### src/rtl/cdd_host_link_if.sv
// Command/status bus between the CD-block logic and the CDD host link.
// Latency: none (wires only).
// Backpressure: none; cmd_busy tells the CD-block whether its last command is still pending.
//
// Signals:
//   cmd_dat       command frame, byte n at [8n+7:8n]
//   cmd_wr        load cmd_dat into the pending command register
//   cmd_busy      pending command not yet taken by a frame
//   stat_dat      last complete status frame, byte n at [8n+7:8n]
//   stat_vld      1-cycle pulse: stat_dat updated
//   stat_csum_err checksum error flag, valid with stat_vld
//   frame_err     1-cycle pulse: frame aborted (timeout or resync)
//   active        frame in progress
interface cdd_host_link_if;
    logic [95:0] cmd_dat;
    logic        cmd_wr;
    logic        cmd_busy;
    logic [95:0] stat_dat;
    logic        stat_vld;
    logic        stat_csum_err;
    logic        frame_err;
    logic        active;

    // CD-block side
    modport master (
        output cmd_dat, cmd_wr,
        input  cmd_busy, stat_dat, stat_vld, stat_csum_err, frame_err, active
    );

    // Link side
    modport slave (
        input  cmd_dat, cmd_wr,
        output cmd_busy, stat_dat, stat_vld, stat_csum_err, frame_err, active
    );
endinterface

### src/rtl/cdd_host_link.sv
// Host end of the CDD serial command/status link: 12-byte LSB-first command out, status in.
// Latency: first COMCLK fall 1 clk after the synchronised COMREQ_N edge; 16*CLK_DIV clks per byte.
// Backpressure: drive paces bytes via COMREQ_N; a new CMD_WR overwrites the pending command.
//
// Ports:
//   i_clk, i_rst        system clock, synchronous active-high reset
//   io_host             command/status bus (slave modport)
//   o_cd_comclk         serial clock to drive, idle high
//   o_cd_hdata          host->drive data, changes on COMCLK fall
//   i_cd_cdata          drive->host data, sampled at the end of the COMCLK low phase
//   i_cd_comreq_n       drive byte request, falling edge = request
//   i_cd_comsync_n      low = current request is byte 0 of a frame
module cdd_host_link #(
    parameter int CLK_DIV   = 8,
    parameter int TIMEOUT   = 4096,
    parameter bit AUTO_CSUM = 1'b1
) (
    input  logic                  i_clk,
    input  logic                  i_rst,
    cdd_host_link_if.slave        io_host,
    output logic                  o_cd_comclk,
    output logic                  o_cd_hdata,
    input  logic                  i_cd_cdata,
    input  logic                  i_cd_comreq_n,
    input  logic                  i_cd_comsync_n
);

    localparam int DIV_W = $clog2(CLK_DIV);
    localparam int TMO_W = $clog2(TIMEOUT + 1);
    localparam logic [DIV_W-1:0] DIV_LAST = DIV_W'(CLK_DIV - 1);
    localparam logic [TMO_W-1:0] TMO_LAST = TMO_W'(TIMEOUT - 1);
    localparam logic [95:0]      IDLE_FRAME = {8'hFF, 88'h0};

    typedef enum logic [2:0] {
        ST_IDLE,
        ST_LOW,
        ST_HIGH,
        ST_WAIT,
        ST_DONE
    } state_t;

    // ~(sum of bytes 0..10), 8-bit wrap
    function automatic logic [7:0] f_csum(input logic [95:0] frame);
        logic [7:0] s;
        s = 8'h00;
        for (int i = 0; i < 11; i++) begin
            s = s + frame[8*i +: 8];
        end
        return ~s;
    endfunction

    // ------------------------------------------------------------------
    // Input synchronisers and request edge detect
    // ------------------------------------------------------------------
    logic [1:0] r_cdata_s;
    logic [1:0] r_comreq_s;
    logic [1:0] r_comsync_s;
    logic       r_comreq_d;
    logic       w_req;
    logic       w_sync;

    always_ff @(posedge i_clk) begin
        if (i_rst) begin
            r_cdata_s   <= 2'b00;
            r_comreq_s  <= 2'b11;
            r_comsync_s <= 2'b11;
            r_comreq_d  <= 1'b1;
        end else begin
            r_cdata_s   <= {r_cdata_s[0], i_cd_cdata};
            r_comreq_s  <= {r_comreq_s[0], i_cd_comreq_n};
            r_comsync_s <= {r_comsync_s[0], i_cd_comsync_n};
            r_comreq_d  <= r_comreq_s[1];
        end
    end

    assign w_req  = r_comreq_d & ~r_comreq_s[1];
    assign w_sync = ~r_comsync_s[1];

    // ------------------------------------------------------------------
    // FSM state and bit/byte/phase counters
    // ------------------------------------------------------------------
    state_t           r_state, w_state_nxt;
    logic [3:0]       r_idx, w_idx_nxt;
    logic [2:0]       r_bit, w_bit_nxt;
    logic [DIV_W-1:0] r_div, w_div_nxt;
    logic [TMO_W-1:0] r_tmo, w_tmo_nxt;
    logic             w_start;
    logic             w_sample;
    logic             w_frame_err;

    always_ff @(posedge i_clk) begin
        if (i_rst) begin
            r_state <= ST_IDLE;
            r_idx   <= 4'd0;
            r_bit   <= 3'd0;
            r_div   <= '0;
            r_tmo   <= '0;
        end else begin
            r_state <= w_state_nxt;
            r_idx   <= w_idx_nxt;
            r_bit   <= w_bit_nxt;
            r_div   <= w_div_nxt;
            r_tmo   <= w_tmo_nxt;
        end
    end

    always_comb begin
        w_state_nxt = r_state;
        w_idx_nxt   = r_idx;
        w_bit_nxt   = r_bit;
        w_div_nxt   = r_div;
        w_tmo_nxt   = r_tmo;
        w_start     = 1'b0;
        w_sample    = 1'b0;
        w_frame_err = 1'b0;

        case (r_state)
            ST_IDLE: begin
                // Only a byte-0 request can open a frame
                if (w_req && w_sync) begin
                    w_start     = 1'b1;
                    w_idx_nxt   = 4'd0;
                    w_bit_nxt   = 3'd0;
                    w_div_nxt   = '0;
                    w_state_nxt = ST_LOW;
                end
            end

            ST_LOW: begin
                if (r_div == DIV_LAST) begin
                    // Sample as late as possible in the low phase
                    w_sample    = 1'b1;
                    w_div_nxt   = '0;
                    w_state_nxt = ST_HIGH;
                end else begin
                    w_div_nxt = r_div + 1'b1;
                end
            end

            ST_HIGH: begin
                if (r_div == DIV_LAST) begin
                    w_div_nxt = '0;
                    if (r_bit == 3'd7) begin
                        w_bit_nxt = 3'd0;
                        w_idx_nxt = r_idx + 1'b1;
                        if (r_idx == 4'd11) begin
                            w_state_nxt = ST_DONE;
                        end else begin
                            w_tmo_nxt   = '0;
                            w_state_nxt = ST_WAIT;
                        end
                    end else begin
                        w_bit_nxt   = r_bit + 1'b1;
                        w_state_nxt = ST_LOW;
                    end
                end else begin
                    w_div_nxt = r_div + 1'b1;
                end
            end

            ST_WAIT: begin
                if (w_req && !w_sync) begin
                    w_bit_nxt   = 3'd0;
                    w_div_nxt   = '0;
                    w_state_nxt = ST_LOW;
                end else if (w_req && w_sync) begin
                    // Drive restarted its frame: replay the same TX buffer from byte 0
                    w_frame_err = 1'b1;
                    w_idx_nxt   = 4'd0;
                    w_bit_nxt   = 3'd0;
                    w_div_nxt   = '0;
                    w_state_nxt = ST_LOW;
                end else if (r_tmo == TMO_LAST) begin
                    w_frame_err = 1'b1;
                    w_state_nxt = ST_IDLE;
                end else begin
                    w_tmo_nxt = r_tmo + 1'b1;
                end
            end

            ST_DONE: begin
                w_state_nxt = ST_IDLE;
            end

            default: begin
                w_state_nxt = ST_IDLE;
            end
        endcase
    end

    // ------------------------------------------------------------------
    // Datapath: pending command, TX/RX buffers, registered outputs
    // ------------------------------------------------------------------
    logic [95:0] r_pend;
    logic [95:0] r_tx;
    logic [95:0] r_rx;
    logic [95:0] r_stat;
    logic        r_busy;
    logic        r_stat_vld;
    logic        r_csum_err;
    logic        r_frame_err;
    logic        r_active;
    logic        r_comclk;
    logic        r_hdata;
    logic [95:0] w_tx_new;
    logic [95:0] w_tx_src;

    assign w_tx_new = AUTO_CSUM ? {f_csum(r_pend), r_pend[87:0]} : r_pend;
    // On frame start the TX buffer is loaded in the same edge, so the first bit comes from the new value
    assign w_tx_src = w_start ? w_tx_new : r_tx;

    always_ff @(posedge i_clk) begin
        if (i_rst) begin
            r_pend      <= IDLE_FRAME;
            r_tx        <= IDLE_FRAME;
            r_rx        <= '0;
            r_stat      <= '0;
            r_busy      <= 1'b0;
            r_stat_vld  <= 1'b0;
            r_csum_err  <= 1'b0;
            r_frame_err <= 1'b0;
            r_active    <= 1'b0;
            r_comclk    <= 1'b1;
            r_hdata     <= 1'b0;
        end else begin
            // A write in the frame-take cycle lands in r_pend for the next frame and keeps busy set
            if (io_host.cmd_wr) begin
                r_pend <= io_host.cmd_dat;
                r_busy <= 1'b1;
            end else if (w_start) begin
                r_busy <= 1'b0;
            end

            if (w_start) begin
                r_tx <= w_tx_new;
            end

            if (w_sample) begin
                r_rx[{r_idx, r_bit}] <= r_cdata_s[1];
            end

            // Serial outputs registered from next state so they change exactly on state entry
            r_comclk <= (w_state_nxt != ST_LOW);
            if (w_state_nxt == ST_LOW) begin
                r_hdata <= w_tx_src[{w_idx_nxt, w_bit_nxt}];
            end

            r_active    <= (w_state_nxt == ST_LOW) || (w_state_nxt == ST_HIGH) ||
                           (w_state_nxt == ST_WAIT);
            r_frame_err <= w_frame_err;
            r_stat_vld  <= (r_state == ST_DONE);
            if (r_state == ST_DONE) begin
                r_stat     <= r_rx;
                r_csum_err <= (r_rx[95:88] != f_csum(r_rx));
            end
        end
    end

    assign io_host.cmd_busy      = r_busy;
    assign io_host.stat_dat      = r_stat;
    assign io_host.stat_vld      = r_stat_vld;
    assign io_host.stat_csum_err = r_csum_err;
    assign io_host.frame_err     = r_frame_err;
    assign io_host.active        = r_active;
    assign o_cd_comclk           = r_comclk;
    assign o_cd_hdata            = r_hdata;

endmodule

### src/flat_wrapper.sv
// flat-port wrapper written by rule: the top's interface ports become plain ports
module cdd_host_link_flat 
#(
    parameter int CLK_DIV   = 8,
    parameter int TIMEOUT   = 4096,
    parameter bit AUTO_CSUM = 1'b1
)
  (i_clk, i_rst, o_cd_comclk, o_cd_hdata, i_cd_cdata, i_cd_comreq_n, i_cd_comsync_n, io_host_cmd_dat, io_host_cmd_wr, io_host_cmd_busy, io_host_stat_dat, io_host_stat_vld, io_host_stat_csum_err, io_host_frame_err, io_host_active);
  cdd_host_link_if io_host_i ();
  input  logic i_clk;
  input  logic i_rst;
  output logic o_cd_comclk;
  output logic o_cd_hdata;
  input  logic i_cd_cdata;
  input  logic i_cd_comreq_n;
  input  logic i_cd_comsync_n;
  input wire logic [$bits(io_host_i.cmd_dat)-1:0] io_host_cmd_dat;
  input wire logic [$bits(io_host_i.cmd_wr)-1:0] io_host_cmd_wr;
  output wire logic [$bits(io_host_i.cmd_busy)-1:0] io_host_cmd_busy;
  output wire logic [$bits(io_host_i.stat_dat)-1:0] io_host_stat_dat;
  output wire logic [$bits(io_host_i.stat_vld)-1:0] io_host_stat_vld;
  output wire logic [$bits(io_host_i.stat_csum_err)-1:0] io_host_stat_csum_err;
  output wire logic [$bits(io_host_i.frame_err)-1:0] io_host_frame_err;
  output wire logic [$bits(io_host_i.active)-1:0] io_host_active;
  assign io_host_i.cmd_dat = io_host_cmd_dat;
  assign io_host_i.cmd_wr = io_host_cmd_wr;
  assign io_host_cmd_busy = io_host_i.cmd_busy;
  assign io_host_stat_dat = io_host_i.stat_dat;
  assign io_host_stat_vld = io_host_i.stat_vld;
  assign io_host_stat_csum_err = io_host_i.stat_csum_err;
  assign io_host_frame_err = io_host_i.frame_err;
  assign io_host_active = io_host_i.active;
  cdd_host_link #(.CLK_DIV(CLK_DIV), .TIMEOUT(TIMEOUT), .AUTO_CSUM(AUTO_CSUM)) u_core (.i_clk(i_clk), .i_rst(i_rst), .io_host(io_host_i), .o_cd_comclk(o_cd_comclk), .o_cd_hdata(o_cd_hdata), .i_cd_cdata(i_cd_cdata), .i_cd_comreq_n(i_cd_comreq_n), .i_cd_comsync_n(i_cd_comsync_n));
endmodule
### config.mk
export PLATFORM = sky130hd
export DESIGN_NAME = cdd_host_link_flat
export DESIGN_NICKNAME = d
export VERILOG_FILES = /design/src/rtl/cdd_host_link_if.sv /design/src/rtl/cdd_host_link.sv /design/src/flat_wrapper.sv
export SDC_FILE = /design/constraint.sdc
export NUM_CORES = 1
export LEC_CHECK = 0
export BUFFER_PORTS_ARGS = -buffer_cell sky130_fd_sc_hd__buf_2
export CAP_MARGIN = 30
export CORE_ASPECT_RATIO = 2
export CORE_MARGIN = 2
export CORE_UTILIZATION = 39
export CTS_CLUSTER_SIZE = 24
export DETAILED_ROUTE_END_ITERATION = 8
export GPL_TIMING_DRIVEN = 0
export PLACE_DENSITY = 0.68
export SETUP_SLACK_MARGIN = 0.05
export SYNTH_ARGS = -nofsm -noshare
export SYNTH_HDL_FRONTEND = slang
export SYNTH_SLANG_ARGS = --single-unit
### constraint.sdc
create_clock -name i_clk -period 6.65 [get_ports i_clk]
set_input_delay 0.665 -clock i_clk [delete_from_list [all_inputs] [get_ports i_clk]]
set_output_delay 0.665 -clock i_clk [all_outputs]
set_load 0.02 [all_outputs]
==> reports/metrics.yaml <==
status: "finished clean"
final_max_slew_viol_count: 0
hold-path-cell-count: 2
wl_per_cell_um: 22.3
synth-edff-count: 0
min_path_type: "in -> reg"
drc: 0
arrival_ps: 6140
post_cts_buffers: 0
core-area_mm2: 0.0515
period_share: 0.858
layout_common_cells: "nand2_1 (419), dfxtp_1 (416), a21oi_1 (305)"
max-slew-margin-rel: 0.313
grt_pass1_wl_mm: 108
placed_cell_area_mm2: 0.0221
fin_skew_ps: 17.9
yosysWarnings: 0
maxCapViolCount: 0
synth.area.top_cells: "dfxtp_1 (41%), fa_1 (11%), nand2_1 (7.8%)"
initial_core_util: 0.394
postCtsHoldBufs: 0
power_w: 0.00604
worstSetupPathType: "reg -> reg"
crit_path_end_kind: "flip-flop"
track_usage: 0.271
hold_viol_final: 0
synth_area_mm2: 0.0203
synth-seq-cells: 416
cts_sinks: 416
placementRows: 118
area_growth_pct: 16.1
setup_viol: 0
die_y_um: 327
nets: 2836
synth_ff_type: "dfxtp_1"
grt_pass1_vias: 18400
antenna_found_initial: 1
drtAntennaViolNets: 0
drt_iter0_markers: 1326
first_pass_iters: 5
synthArstFlopShare: 0
dpl.hpwl_mm: 57.9
rr_startpoint: "u_core.r_pend[3]"
grt_start_max_net_pins: 16
place_congestion: 0.978
setup_tns_ps: 0
die_area_mm2: 0.0540
met1Wirelength_mm: 22.2
cts_resized: 0
cp_data_required_time_ps: 7090
wl_mm: 73.3
wl_met3_mm: 3.82
synth_nets: 2596
routed-wl-met2_mm: 39.2
top_layer_used: "met4"
clk_pin_slew_ps: 70
overflow: 0
ys_types: 79
h-tree-depth: 2
cts_tree: "yes"
min_from: "i_cd_comsync_n"
r2r_cells: 18
yosysSeqAreaShare: 0.411
syn_area_per_cell_um2: 8.63
rsz0062_at_grt: "no"
die_w_um: 165
cp-start-kind: "flip-flop"
p_leak_nw: 9.08
synthCells: 2351
post-synth-top-area-fraction: 0.411
root_buffer: "clkbuf_16"
ios: 205
numCtsBuffers: 40
clkLatencyLatePin_ps: 560
n_fill_cell: 5081
crit_start: "u_core.r_pend[3]"
power_density_mw_per_mm2: 257
yosysTopAreaCell: "dfxtp_1"
viasPerCell: 5.44
crit_fanout: 3
ctsLongestPathBuffers: 3
io_buffers: 194
drive_gt1_frac: 0.122
tightest_slew_ps: 1030
vias: 17900
design_area_mm2: 0.0235
final_common_cell: "nand2_1"
period_needed_ps: 5700
fmax_mhz: 175
post-route-util: 0.457
vdd_drop_max_mv: 0.251
-- critical path, cell delays in order, from the launching register on --
cell and delay (ps):
dfxtp_1 380, inv_1 80, fa_1 540, inv_1 100, fa_1 770, fa_1 490, fa_1 540, inv_1 50
fa_1 590, inv_1 60, ha_1 280, a211oi_1 400, o211ai_1 170, o22ai_1 380, nor2_1 100, o211ai_1 210
a32oi_1 130, a31oi_1 220, o211ai_1 110
-- sequential cells by signal, indices dropped and copies added, names as in the netlist, 3 cells and up --
register	cells
u_core.io_host.stat_dat	96
u_core.r_bit	3
u_core.r_div	3
u_core.r_idx	4
u_core.r_pend	88
u_core.r_rx	96
u_core.r_state	3
u_core.r_tmo	13
u_core.r_tx	96
-- final timing paths --
check / end / slack, ps
setup / recovery: u_core.o_cd_hdata / 950
setup reg to reg: u_core.o_cd_hdata / 950
hold reg to reg: u_core.r_comsync_s[1] / 420
hold / removal: u_core.r_comsync_s[0] / 300
-- power breakdown --
| group | leakage, nW | switching [W] | internal (W) |
|---|---|---|---|
| Clock | 0.693 | 0.00104 | 0.00144 |
| Sequential | 3.37 | 0.0000492 | 0.00253 |
| Combinational | 5.01 | 0.000588 | 0.000399 |
-- area by class of cell --
cell class	count	area, um^2	area share
plain buffers	155	628	0.0267
clock buffers	52	1130	0.0479
multi-input cells	1613	10700	0.455
clock inverters	21	287	0.0122
diodes	1	2.50	0.000106
flip-flops and latches	416	8330	0.354
repair buffers	198	1020	0.0432
well taps	660	826	0.0351
inverters	167	627	0.0266
-- per-layer routing --
layer  vias up  GRT usage
li1       8290          -
met1      8466      0.241
met2       801      0.510
met3       309     0.0348
met4         0      0.252
met5         -          0
-- cells by family (layout without fill, tap and decap cells) --
logic type      Yosys count  after routing  synth area share
compound gates          518            518             0.145
simple gates            774            774             0.167
xor+xnor                 63             63            0.0272
other cells               0              1                 0
mux                     115            115            0.0572
fa+ha+maj               143            143             0.130
flops                   416            416             0.411
buf+inv                 322            593            0.0619
-- synth_stat cells, types with 3 or more instances --
master and number:
xnor2_1 49, buf_1 14, ha_1 29, nor4b_2 3, nand3_1 113, mux2_2 7, inv_1 165, a21boi_0 5
xor2_1 14, nor4bb_1 4, nand2_1 419, or3_1 9, clkbuf_1 124, a21oi_1 305, nor3_1 10, fa_1 114
or2_2 7, a211o_1 3, a211oi_1 10, nor2_2 3, a21o_1 7, dfxtp_1 416, nand2b_1 9, and3_1 9
o2111ai_1 7, a31oi_1 7, mux2i_1 107, buf_4 5, o21ai_0 114, nor2_1 143, o211ai_1 18, nor2b_1 3
buf_2 10, o31ai_1 4, a221o_1 6, nand3b_1 3, and2_1 11, a32oi_1 5, a22oi_1 3, nand4_1 4
-- stage by stage --
stage                     instances  setup WS (ps)  hold slack (ps)
after floorplan                2351           1840              389
after global placement         3205           1080              399
after detailed placement       3207           1090              405
after CTS                      3280           1070              292
after global routing           3282            722              305
final                          3283            947              304
No activity file was read; power rests on OpenSTA's default activity.
